File: config.mk
export PLATFORM = sky130hd
export DESIGN_NAME = digit_serial_adder_flat
export DESIGN_NICKNAME = d
export VERILOG_FILES = /design/src/rtl/digit_serial_adder_if.sv /design/src/rtl/digit_serial_adder.sv /design/src/flat_wrapper.sv
export SDC_FILE = /design/constraint.sdc
export NUM_CORES = 1
export LEC_CHECK = 0
export CAP_MARGIN = 20
export CORE_ASPECT_RATIO = 1.2
export CORE_MARGIN = 2
export CORE_UTILIZATION = 32
export DETAILED_ROUTE_END_ITERATION = 16
export SLEW_MARGIN = 10
export SYNTH_ARGS = -nofsm -noshare
export SYNTH_HDL_FRONTEND = slang
export SYNTH_SLANG_ARGS = --single-unit
export TNS_END_PERCENT = 20
File: constraint.sdc
create_clock -name clk_in -period 2.1 [get_ports clk_in]
set_input_delay 0.315 -clock clk_in [delete_from_list [all_inputs] [get_ports clk_in]]
set_output_delay 0.315 -clock clk_in [all_outputs]
set_load 0.1 [all_outputs]
File: src/rtl/digit_serial_adder_if.sv
// digit_serial_adder handshake and operand bus.
// master drives requests, slave returns results.
interface digit_serial_adder_if #(
  parameter int WIDTH = 16
);
  logic             start_in;
  logic             sub_in;
  logic [WIDTH-1:0] a_in;
  logic [WIDTH-1:0] b_in;
  logic             c_in;
  logic             busy_out;
  logic             done_out;
  logic [WIDTH-1:0] sum_out;
  logic             carry_out;
  logic             ovf_out;

  modport master (
    output start_in, sub_in, a_in, b_in, c_in,
    input  busy_out, done_out, sum_out,
    input  carry_out, ovf_out
  );

  modport slave (
    input  start_in, sub_in, a_in, b_in, c_in,
    output busy_out, done_out, sum_out,
    output carry_out, ovf_out
  );
endinterface

File: src/rtl/digit_serial_adder.sv
// Digit-serial add/subtract, DIGIT bits per clock,
// LSB slice first, registered carry between slices.
module digit_serial_adder #(
  parameter int WIDTH = 16,
  parameter int DIGIT = 4
) (
  input  logic                clk_in,
  input  logic                rst_n_in,
  digit_serial_adder_if.slave bus
);

  localparam int NUM = WIDTH / DIGIT;
  localparam int CW  = (NUM > 1) ? $clog2(NUM) : 1;
  localparam logic [CW-1:0] LAST = CW'(NUM - 1);

  typedef enum logic {
    IDLE = 1'b0,
    RUN  = 1'b1
  } state_t;

  state_t           state_q;
  logic [WIDTH-1:0] a_q;
  logic [WIDTH-1:0] b_q;
  logic [WIDTH-1:0] res_q;
  logic             cy_q;
  logic [CW-1:0]    cnt_q;
  logic             busy_q;
  logic             done_q;
  logic [WIDTH-1:0] sum_q;
  logic             carry_q;
  logic             ovf_q;

  logic [DIGIT:0]   slice;
  logic             cy_msb;
  logic [WIDTH-1:0] res_nxt;

  // Slice adder; carry into the slice MSB is
  // recovered from the MSB sum bit.
  always_comb begin
    slice = {1'b0, a_q[DIGIT-1:0]}
          + {1'b0, b_q[DIGIT-1:0]}
          + {{DIGIT{1'b0}}, cy_q};
    cy_msb = a_q[DIGIT-1] ^ b_q[DIGIT-1]
           ^ slice[DIGIT-1];
    res_nxt = res_q >> DIGIT;
    res_nxt[WIDTH-1 -: DIGIT] = slice[DIGIT-1:0];
  end

  // Control FSM, operand shifters and result regs.
  always_ff @(posedge clk_in) begin
    if (!rst_n_in) begin
      state_q <= IDLE;
      a_q     <= '0;
      b_q     <= '0;
      res_q   <= '0;
      cy_q    <= 1'b0;
      cnt_q   <= '0;
      busy_q  <= 1'b0;
      done_q  <= 1'b0;
      sum_q   <= '0;
      carry_q <= 1'b0;
      ovf_q   <= 1'b0;
    end else begin
      done_q <= 1'b0;
      unique case (state_q)
        IDLE: begin
          if (bus.start_in) begin
            state_q <= RUN;
            busy_q  <= 1'b1;
            a_q     <= bus.a_in;
            b_q     <= bus.sub_in ? ~bus.b_in
                                  : bus.b_in;
            cy_q    <= bus.sub_in | bus.c_in;
            cnt_q   <= '0;
          end
        end
        RUN: begin
          a_q   <= a_q >> DIGIT;
          b_q   <= b_q >> DIGIT;
          res_q <= res_nxt;
          cy_q  <= slice[DIGIT];
          cnt_q <= cnt_q + CW'(1);
          if (cnt_q == LAST) begin
            state_q <= IDLE;
            busy_q  <= 1'b0;
            done_q  <= 1'b1;
            sum_q   <= res_nxt;
            carry_q <= slice[DIGIT];
            ovf_q   <= cy_msb ^ slice[DIGIT];
          end
        end
        default: state_q <= IDLE;
      endcase
    end
  end

  assign bus.busy_out  = busy_q;
  assign bus.done_out  = done_q;
  assign bus.sum_out   = sum_q;
  assign bus.carry_out = carry_q;
  assign bus.ovf_out   = ovf_q;

endmodule
File: src/flat_wrapper.sv
// flat-port wrapper written by rule: the top's interface ports become plain ports
module digit_serial_adder_flat 
#(
  parameter int WIDTH = 16,
  parameter int DIGIT = 4
)
  (clk_in, rst_n_in, bus_start_in, bus_sub_in, bus_a_in, bus_b_in, bus_c_in, bus_busy_out, bus_done_out, bus_sum_out, bus_carry_out, bus_ovf_out);
  digit_serial_adder_if #(.WIDTH(WIDTH)) bus_i ();
  input  logic clk_in;
  input  logic rst_n_in;
  input wire logic [$bits(bus_i.start_in)-1:0] bus_start_in;
  input wire logic [$bits(bus_i.sub_in)-1:0] bus_sub_in;
  input wire logic [$bits(bus_i.a_in)-1:0] bus_a_in;
  input wire logic [$bits(bus_i.b_in)-1:0] bus_b_in;
  input wire logic [$bits(bus_i.c_in)-1:0] bus_c_in;
  output wire logic [$bits(bus_i.busy_out)-1:0] bus_busy_out;
  output wire logic [$bits(bus_i.done_out)-1:0] bus_done_out;
  output wire logic [$bits(bus_i.sum_out)-1:0] bus_sum_out;
  output wire logic [$bits(bus_i.carry_out)-1:0] bus_carry_out;
  output wire logic [$bits(bus_i.ovf_out)-1:0] bus_ovf_out;
  assign bus_i.start_in = bus_start_in;
  assign bus_i.sub_in = bus_sub_in;
  assign bus_i.a_in = bus_a_in;
  assign bus_i.b_in = bus_b_in;
  assign bus_i.c_in = bus_c_in;
  assign bus_busy_out = bus_i.busy_out;
  assign bus_done_out = bus_i.done_out;
  assign bus_sum_out = bus_i.sum_out;
  assign bus_carry_out = bus_i.carry_out;
  assign bus_ovf_out = bus_i.ovf_out;
  digit_serial_adder #(.WIDTH(WIDTH), .DIGIT(DIGIT)) u_core (.clk_in(clk_in), .rst_n_in(rst_n_in), .bus(bus_i));
endmodule
==> results.tsv, run 1 <==
metric	value	unit
power_density	724	mW/mm²
grt_max_degree	47	
path_clk_slew	0.07	ns
hold_start	u_core.res_q[6]$_SDFFE_PN0P_	
worstSetupPathType	register to register	
clock_skew	0.00415	ns
cp_cell_sequence	fa_1 -> fa_1 -> a21o_1 -> a21oi_2 -> nor2b_1 -> o21a_1	
avgViaCountPerCell	4.51	
overflow	0	
synth_area	0.00292	mm²
post-place-ws	0.0692	ns
place_congestion	0.701	
layout-drive-gt1-share	0.130	
setup_slack	0.140	ns
clk_latency	0.33	ns
maxCapViolations	0	
irDropWorstVdd	289	µV
slew_viol_final	0	
setup_tns	0	ns
required	2.33	ns
min_path_type	register to register	
finalSetupViolCount	0	
max_freq	510	MHz
crit_start	u_core.cy_q$_SDFFE_PN0P_	
die_h	109	µm
status	completed	
crit_buf_inv	0	
post-route-util	0.412	
clk_path_buf_depth	2	
ys_ff_latch	68	
rsz0062_at_grt	no	
core-area	0.00894	mm²
drt-total-wl	5800	µm
n_antenna_cell	0	
place_area	0.00351	mm²
cts_sinks	68	
max-slew-margin-rel	0.692	
fill_cells	935	
grt_pass1_wl	9660	µm
dp.final_hpwl	4140	µm
start_util	0.326	
syn_inst	298	
cts_resized	0	
drt_first_pass_iters	4	
cp_slowest_cell	fa_1	
critPathArrivalTime	2.19	ns
final.period_utilization	0.933	
port_buffers	56	
fin_crit	1.96	ns
hold_buffers	0	
drc	0	
dr_wl_met2	2930	µm
crit_top_cell	fa_1	
startpoint_type	register	
wl_per_cell	12.2	µm
p_leak	1.47	nW
ys_types	29	
boundaryPins	57	
syn-num-nets	341	
path_max_fanout	3	
route.met3.wl	184	µm
end_kind	register	
cts_buffers	9	
syn_area_per_cell	9.79	µm²
track_usage	0.123	
syn_to_final_growth	26.1	%
post_cts_buffers	0	
worst_slew_pin_slew	0.461	ns
r2r-start	u_core.cy_q$_SDFFE_PN0P_	
root_buffer	clkbuf_8	
cts_tree	built	
grt_antenna_before_repair	0	
routed.top_layer	met4	
dr_total_vias	2138	
yosysWarnings	0	
cp_top_family	adder cells	
ant_nets	0	
synth-seq-area-share	0.467	
nets	392	
rows	38	
wl_met1	2610	µm
dieArea	0.00990	mm²
cp_slowest_stage_delay	0.47	ns
final_area	0.00368	mm²
grt_pass1_vias	2019	
die_w	91.2	µm
hold_viol	0	
h-tree-depth	3	
drt_iter0_drc	94	
synthesized netlist by cell type:
master | instances | area [µm²]
ha_1 | 4 | 50.1
nor2_1 | 22 | 82.6
buf_6 | 1 | 11.3
xor2_1 | 1 | 8.76
o211a_1 | 1 | 10.0
inv_1 | 1 | 3.75
nor3b_1 | 2 | 15.0
a21oi_1 | 15 | 75.1
buf_12 | 1 | 20.0
clkbuf_1 | 8 | 30.0
o21a_1 | 4 | 30.0
a21boi_1 | 1 | 7.51
xnor2_1 | 18 | 158
buf_2 | 10 | 50.1
nand3b_1 | 1 | 7.51
and2_1 | 12 | 75.1
nand2b_1 | 1 | 6.26
nor2b_1 | 26 | 163
mux2i_1 | 26 | 260
o21ai_0 | 16 | 80.1
nand3_1 | 1 | 5.00
dfxtp_1 | 68 | 1360
buf_4 | 4 | 30.0
a21o_1 | 2 | 15.0
nand2_1 | 18 | 67.6
o21ai_1 | 1 | 5.00
a22o_1 | 14 | 123
a211oi_1 | 17 | 128
fa_1 | 2 | 40.0
cell families (layout without fill, tap and decap cells):
logic type               after synthesis  after routing  share of synthesized area
buffers and inverters                 25             81                     0.0497
multiplexers                          26             26                     0.0892
flip-flops                            68             68                      0.467
adder cells (fa/ha/maj)                6              6                     0.0309
AND/OR/NAND/NOR                       83             83                      0.145
AO/OA/AOI/OAI                         71             71                      0.162
XOR/XNOR                              19             19                     0.0570
power by group:
| group | leakage [nW] | internal [mW] | switching (mW) | total, mW |
|---|---|---|---|---|
| clock | 0.0889 | 0.452 | 0.464 | 0.917 |
| sequential | 0.555 | 1.35 | 0.0397 | 1.39 |
| combinational | 0.831 | 0.190 | 0.169 | 0.360 |
| total | 1.47 | 1.99 | 0.674 | 2.66 |
final cells by class:
type / instances / area, µm² / share of cell area
inverters: 1 / 3.75 / 0.00102
well taps: 120 / 150 / 0.0408
flip-flops and latches: 68 / 1360 / 0.370
clock inverters: 5 / 27.5 / 0.00748
multi-input cells: 205 / 1420 / 0.385
clock buffers: 11 / 141 / 0.0384
repair buffers: 64 / 578 / 0.157
metal layers:
metal / up-vias / global-route usage
met2: 41 / 0.211
met3: 7 / 0.0251
met1: 965 / 0.148
li1: 1125 / -
met5: - / 0
met4: 0 / 0.0552
cells in the final DEF (no fill, tap or decap), types with 12 or more instances in the layout:
master,instances
xnor2_1,18
a21oi_1,14
a211oi_1,17
nor2b_1,26
o21ai_0,16
a22o_1,14
mux2i_1,26
dfxtp_1,67
buf_4,27
clkdlybuf4s50_1,35
nand2_1,18
and2_1,12
nor2_1,22
metrics by stage:
stage                     cells  hold WS [ns]  power, mW
final                       474         0.469       2.66
after global placement      458         0.450       1.77
after detailed placement    458         0.449       1.78
after CTS                   474         0.470       2.71
after floorplan             298         0.442       1.66
after global routing        474         0.495       2.81
registers in the layout, summed over array words and instances, names as in the netlist:
name and cells:
u_core.bus.ovf_out 1, u_core.cnt_q 2, u_core.cy_q 1, u_core.a_q 16, u_core.bus.sum_out 16, u_core.bus.carry_out 1
u_core.res_q 12, u_core.bus.busy_out 1, u_core.bus.done_out 1, u_core.b_q 16, u_core.state_q 1
final timing paths:
path,endpoint,slack [ns],cells past startpoint
min reg2reg,u_core.bus.sum_out[2]$_SDFFE_PN0P_,0.47,1
max reg2reg,u_core.cy_q$_SDFFE_PN0P_,0.14,6
max,u_core.cy_q$_SDFFE_PN0P_,0.14,6
min,u_core.bus.sum_out[2]$_SDFFE_PN0P_,0.47,1
Power figures use the tool's default switching activity.
==> inputs of run 2 (changes only) <==
--- a/config.mk
+++ b/config.mk
@@ -10,6 +10,7 @@
 export CORE_MARGIN = 2
 export CORE_UTILIZATION = 32
 export DETAILED_ROUTE_END_ITERATION = 16
+export MAX_ROUTING_LAYER = met4
 export SLEW_MARGIN = 10
 export SYNTH_ARGS = -nofsm -noshare
 export SYNTH_HDL_FRONTEND = slang
==> constraint.sdc (replaced) <==
create_clock -name clk_in -period 2.1 [get_ports clk_in]
set_input_delay 0.315 -clock clk_in [delete_from_list [all_inputs] [get_ports clk_in]]
set_output_delay 0.315 -clock clk_in [all_outputs]
set_load 0.02 [all_outputs]
==> run 2 against run 1 <==
Effect of this change:
- cell count unchanged
- via count up 0.65%
- flip-flop and latch count unchanged
- first-iteration DRC count down 18%
- combinational power down 3%
- wire length down 0.24%
- design area up 1.7%
- setup slack better by 0.0056 ns
- global-route usage up 0.41 points
- critical path depth unchanged
- clock-buffer cell count up 4
- clock skew down 0.0019 ns
- largest power group unchanged
- highest routed layer unchanged
==> results.tsv, run 2 (synthesized netlist as in run 1, its figures left out) <==
metric	value	unit	change
setup_slack	0.146	ns	+0.00564 ns
grt_antenna_before_repair	0		unchanged
worstSetupPathType	register to register		
fin_crit	1.95	ns	-0.00564 ns
path_clk_slew	0.07	ns	about the same
finalSetupViolCount	0		unchanged
swShare	0.241		-0.0123
p_switching	0.654	mW	-2.9%
place_congestion	0.707		+0.80%
slew_viol_final	0		unchanged
hold_viol	0		unchanged
route.met3.wl	217	µm	+18%
cts_resized	0		unchanged
clk_latency	0.33	ns	about the same
grt_pass1_vias	1989		-1.5%
power_density	727	mW/mm²	+0.36%
p_leak	1.44	nW	-2.4%
seqPwrFrac	0.510		-0.011
post_cts_buffers	0		unchanged
cts_buffers	9		unchanged
fill_cells	932		-0.32%
wl_per_cell	12.2	µm	-0.24%
cp_slowest_stage_delay	0.46	ns	about the same
final.period_utilization	0.931		-0.00269
drt_iter0_drc	77		-18%
holdPathEnd	u_core.bus.sum_out[15]$_SDFFE_PN0P_		
post-place-ws	0.0929	ns	+0.0237 ns
r2r-start	u_core.cy_q$_SDFFE_PN0P_		
place_area	0.00356	mm²	+1.4%
hold_start	u_core.bus.sum_out[15]$_SDFFE_PN0P_		
intPower	2.06	mW	+3.7%
start_util	0.326		unchanged
clock_skew	0.00224	ns	-0.00190 ns
core-area	0.00894	mm²	unchanged
critPathArrivalTime	2.18	ns	about the same
track_usage	0.127		+0.00414
hold_buffers	0		unchanged
grt_pass1_wl	9590	µm	-0.71%
share_comb_of_total_power	0.129		-0.006
final_common_cell	dfxtp_1		
min_path_cells	2		+1
rsz0062_at_grt	no		
max-slew-margin-rel	0.699		+0.00721
rr_endpoint	u_core.cy_q$_SDFFE_PN0P_		
required	2.32	ns	about the same
layout-drive-gt1-share	0.0678		-0.0621
total_power	2.72	mW	+2.1%
reg2reg_depth	6		unchanged
die_w	91.2	µm	unchanged
ant_nets	0		unchanged
status	completed		
cts_sinks	68		unchanged
cp_cell_sequence	fa_1 -> fa_1 -> a21o_1 -> a21oi_2 -> nor2b_1 -> o21a_1		
drt-total-wl	5780	µm	-0.24%
worst_slew_pin_slew	0.451	ns	-0.0108 ns
grt_max_degree	55		+17%
n_antenna_cell	0		unchanged
maxCapViolations	0		unchanged
crit_top_cell	fa_1		
dr_total_vias	2152		+0.65%
end_kind	register		
drt_first_pass_iters	4		unchanged
nets	392		unchanged
h-tree-depth	3		unchanged
max_freq	512	MHz	+0.29%
clk_path_buf_depth	2		unchanged
avgViaCountPerCell	4.54		+0.65%
cts_tree	built		
startpoint_type	register		
port_buffers	56		unchanged
dr_wl_met2	2860	µm	-2.4%
dieArea	0.00990	mm²	unchanged
r2r_setup_slack	0.15	ns	about the same
dp.final_hpwl	4060	µm	-1.9%
rows	38		unchanged
root_buffer	clkbuf_8		
wl_met1	2610	µm	about the same
boundaryPins	57		unchanged
power.share.clock	0.361		+0.017
drc	0		unchanged
min_path_type	register to register		
path_max_fanout	3		unchanged
setup_tns	0	ns	unchanged
most-common-layout-cells	67 x dfxtp_1, 55 x clkdlybuf4s50_1, 26 x nor2b_1, 26 x mux2i_1, 22 x nor2_1		
routed.top_layer	met4		
holdWs	0.458	ns	-0.0104 ns
overflow	0		unchanged
final_area	0.00374	mm²	+1.7%
die_h	109	µm	unchanged
cp_slowest_cell	fa_1		
irDropWorstVdd	220	µV	-24%
syn_to_final_growth	28.2	%	
## run 2: cell types whose count changed in the layout (fill, tap and decap cells not counted)
cell | before | now
buf_4 | 27 | 7
clkdlybuf4s50_1 | 35 | 55
clkinv_2 | 4 | 1
clkbuf_1 | 1 | 3
clkbuf_8 | 10 | 12
clkinvlp_4 | 1 | 0
## run 2: layer usage
| layer | GRT usage | vias up |
|---|---|---|
| li1 | - | 1120 |
| met3 | 0.0307 | 10 |
| met4 | 0.0649 | 0 |
| met2 | 0.208 | 43 |
| met5 | - | - |
| met1 | 0.144 | 979 |
## run 2: cell type report
| type | count | area, µm² | share of cell area |
|---|---|---|---|
| Clock buffer | 15 | 176 | 0.0472 |
| Clock inverter | 1 | 5.00 | 0.00134 |
| Inverter | 1 | 3.75 | 0.00100 |
| Multi-Input combinational cell | 205 | 1420 | 0.378 |
| Sequential cell | 68 | 1360 | 0.364 |
| Tap cell | 120 | 150 | 0.0401 |
| Timing Repair Buffer | 64 | 628 | 0.168 |
## run 2: worst max-delay path by stage
| stage | start | depth (start not counted) | slack [ns] | end |
|---|---|---|---|---|
| 2_1_floorplan | u_core.cy_q$_SDFFE_PN0P_ | 6 | 0.21 | u_core.cy_q$_SDFFE_PN0P_ |
| 4_1_cts | u_core.cy_q$_SDFFE_PN0P_ | 6 | 0.07 | u_core.cy_q$_SDFFE_PN0P_ |
| 3_3_place_gp | u_core.cy_q$_SDFFE_PN0P_ | 6 | 0.14 | u_core.cy_q$_SDFFE_PN0P_ |
| 6_report | u_core.cy_q$_SDFFE_PN0P_ | 6 | 0.15 | u_core.cy_q$_SDFFE_PN0P_ |
| 5_1_grt | u_core.cy_q$_SDFFE_PN0P_ | 6 | 0.06 | u_core.cy_q$_SDFFE_PN0P_ |
| 3_5_place_dp | u_core.cy_q$_SDFFE_PN0P_ | 6 | 0.09 | u_core.cy_q$_SDFFE_PN0P_ |
## run 2: power groups by stage
stage               registers (mW)  logic, mW  clock network, mW
floorplan                     1.40      0.242                  0
global placement              1.41      0.349                  0
detailed placement            1.42      0.355                  0
CTS                           1.39      0.356               1.01
global route                  1.39      0.392               1.08
finish                        1.39      0.351              0.981
## run 2: worst max-delay path, delay by kind of cell (launching register included)
family / cells / cell delay (ns)
adder cells (fa/ha/maj): 2 / 0.88
AO/OA/AOI/OAI: 3 / 0.57
AND/OR/NAND/NOR: 1 / 0.07
flip-flops: 1 / 0.33
## run 2: per-stage QoR
step | cells | utilization
after floorplan | 298 | -
after global placement | 458 | 0.398
after detailed placement | 458 | 0.398
after CTS | 474 | 0.418
after global routing | 474 | 0.419
final | 474 | 0.419
==> inputs of run 3 (changes only) <==
--- a/config.mk
+++ b/config.mk
@@ -5,6 +5,7 @@
 export SDC_FILE = /design/constraint.sdc
 export NUM_CORES = 1
 export LEC_CHECK = 0
+export ABC_CLOCK_PERIOD_IN_PS = 2100
 export CAP_MARGIN = 20
 export CORE_ASPECT_RATIO = 1.2
 export CORE_MARGIN = 2
==> constraint.sdc (replaced) <==
create_clock -name clk_in -period 2.1 [get_ports clk_in]
set_input_delay 0.315 -clock clk_in [delete_from_list [all_inputs] [get_ports clk_in]]
set_output_delay 0.315 -clock clk_in [all_outputs]
set_load 0.01 [all_outputs]
==> results of run 3 <==
The final DEF is identical to that of run 2. Status: completed.
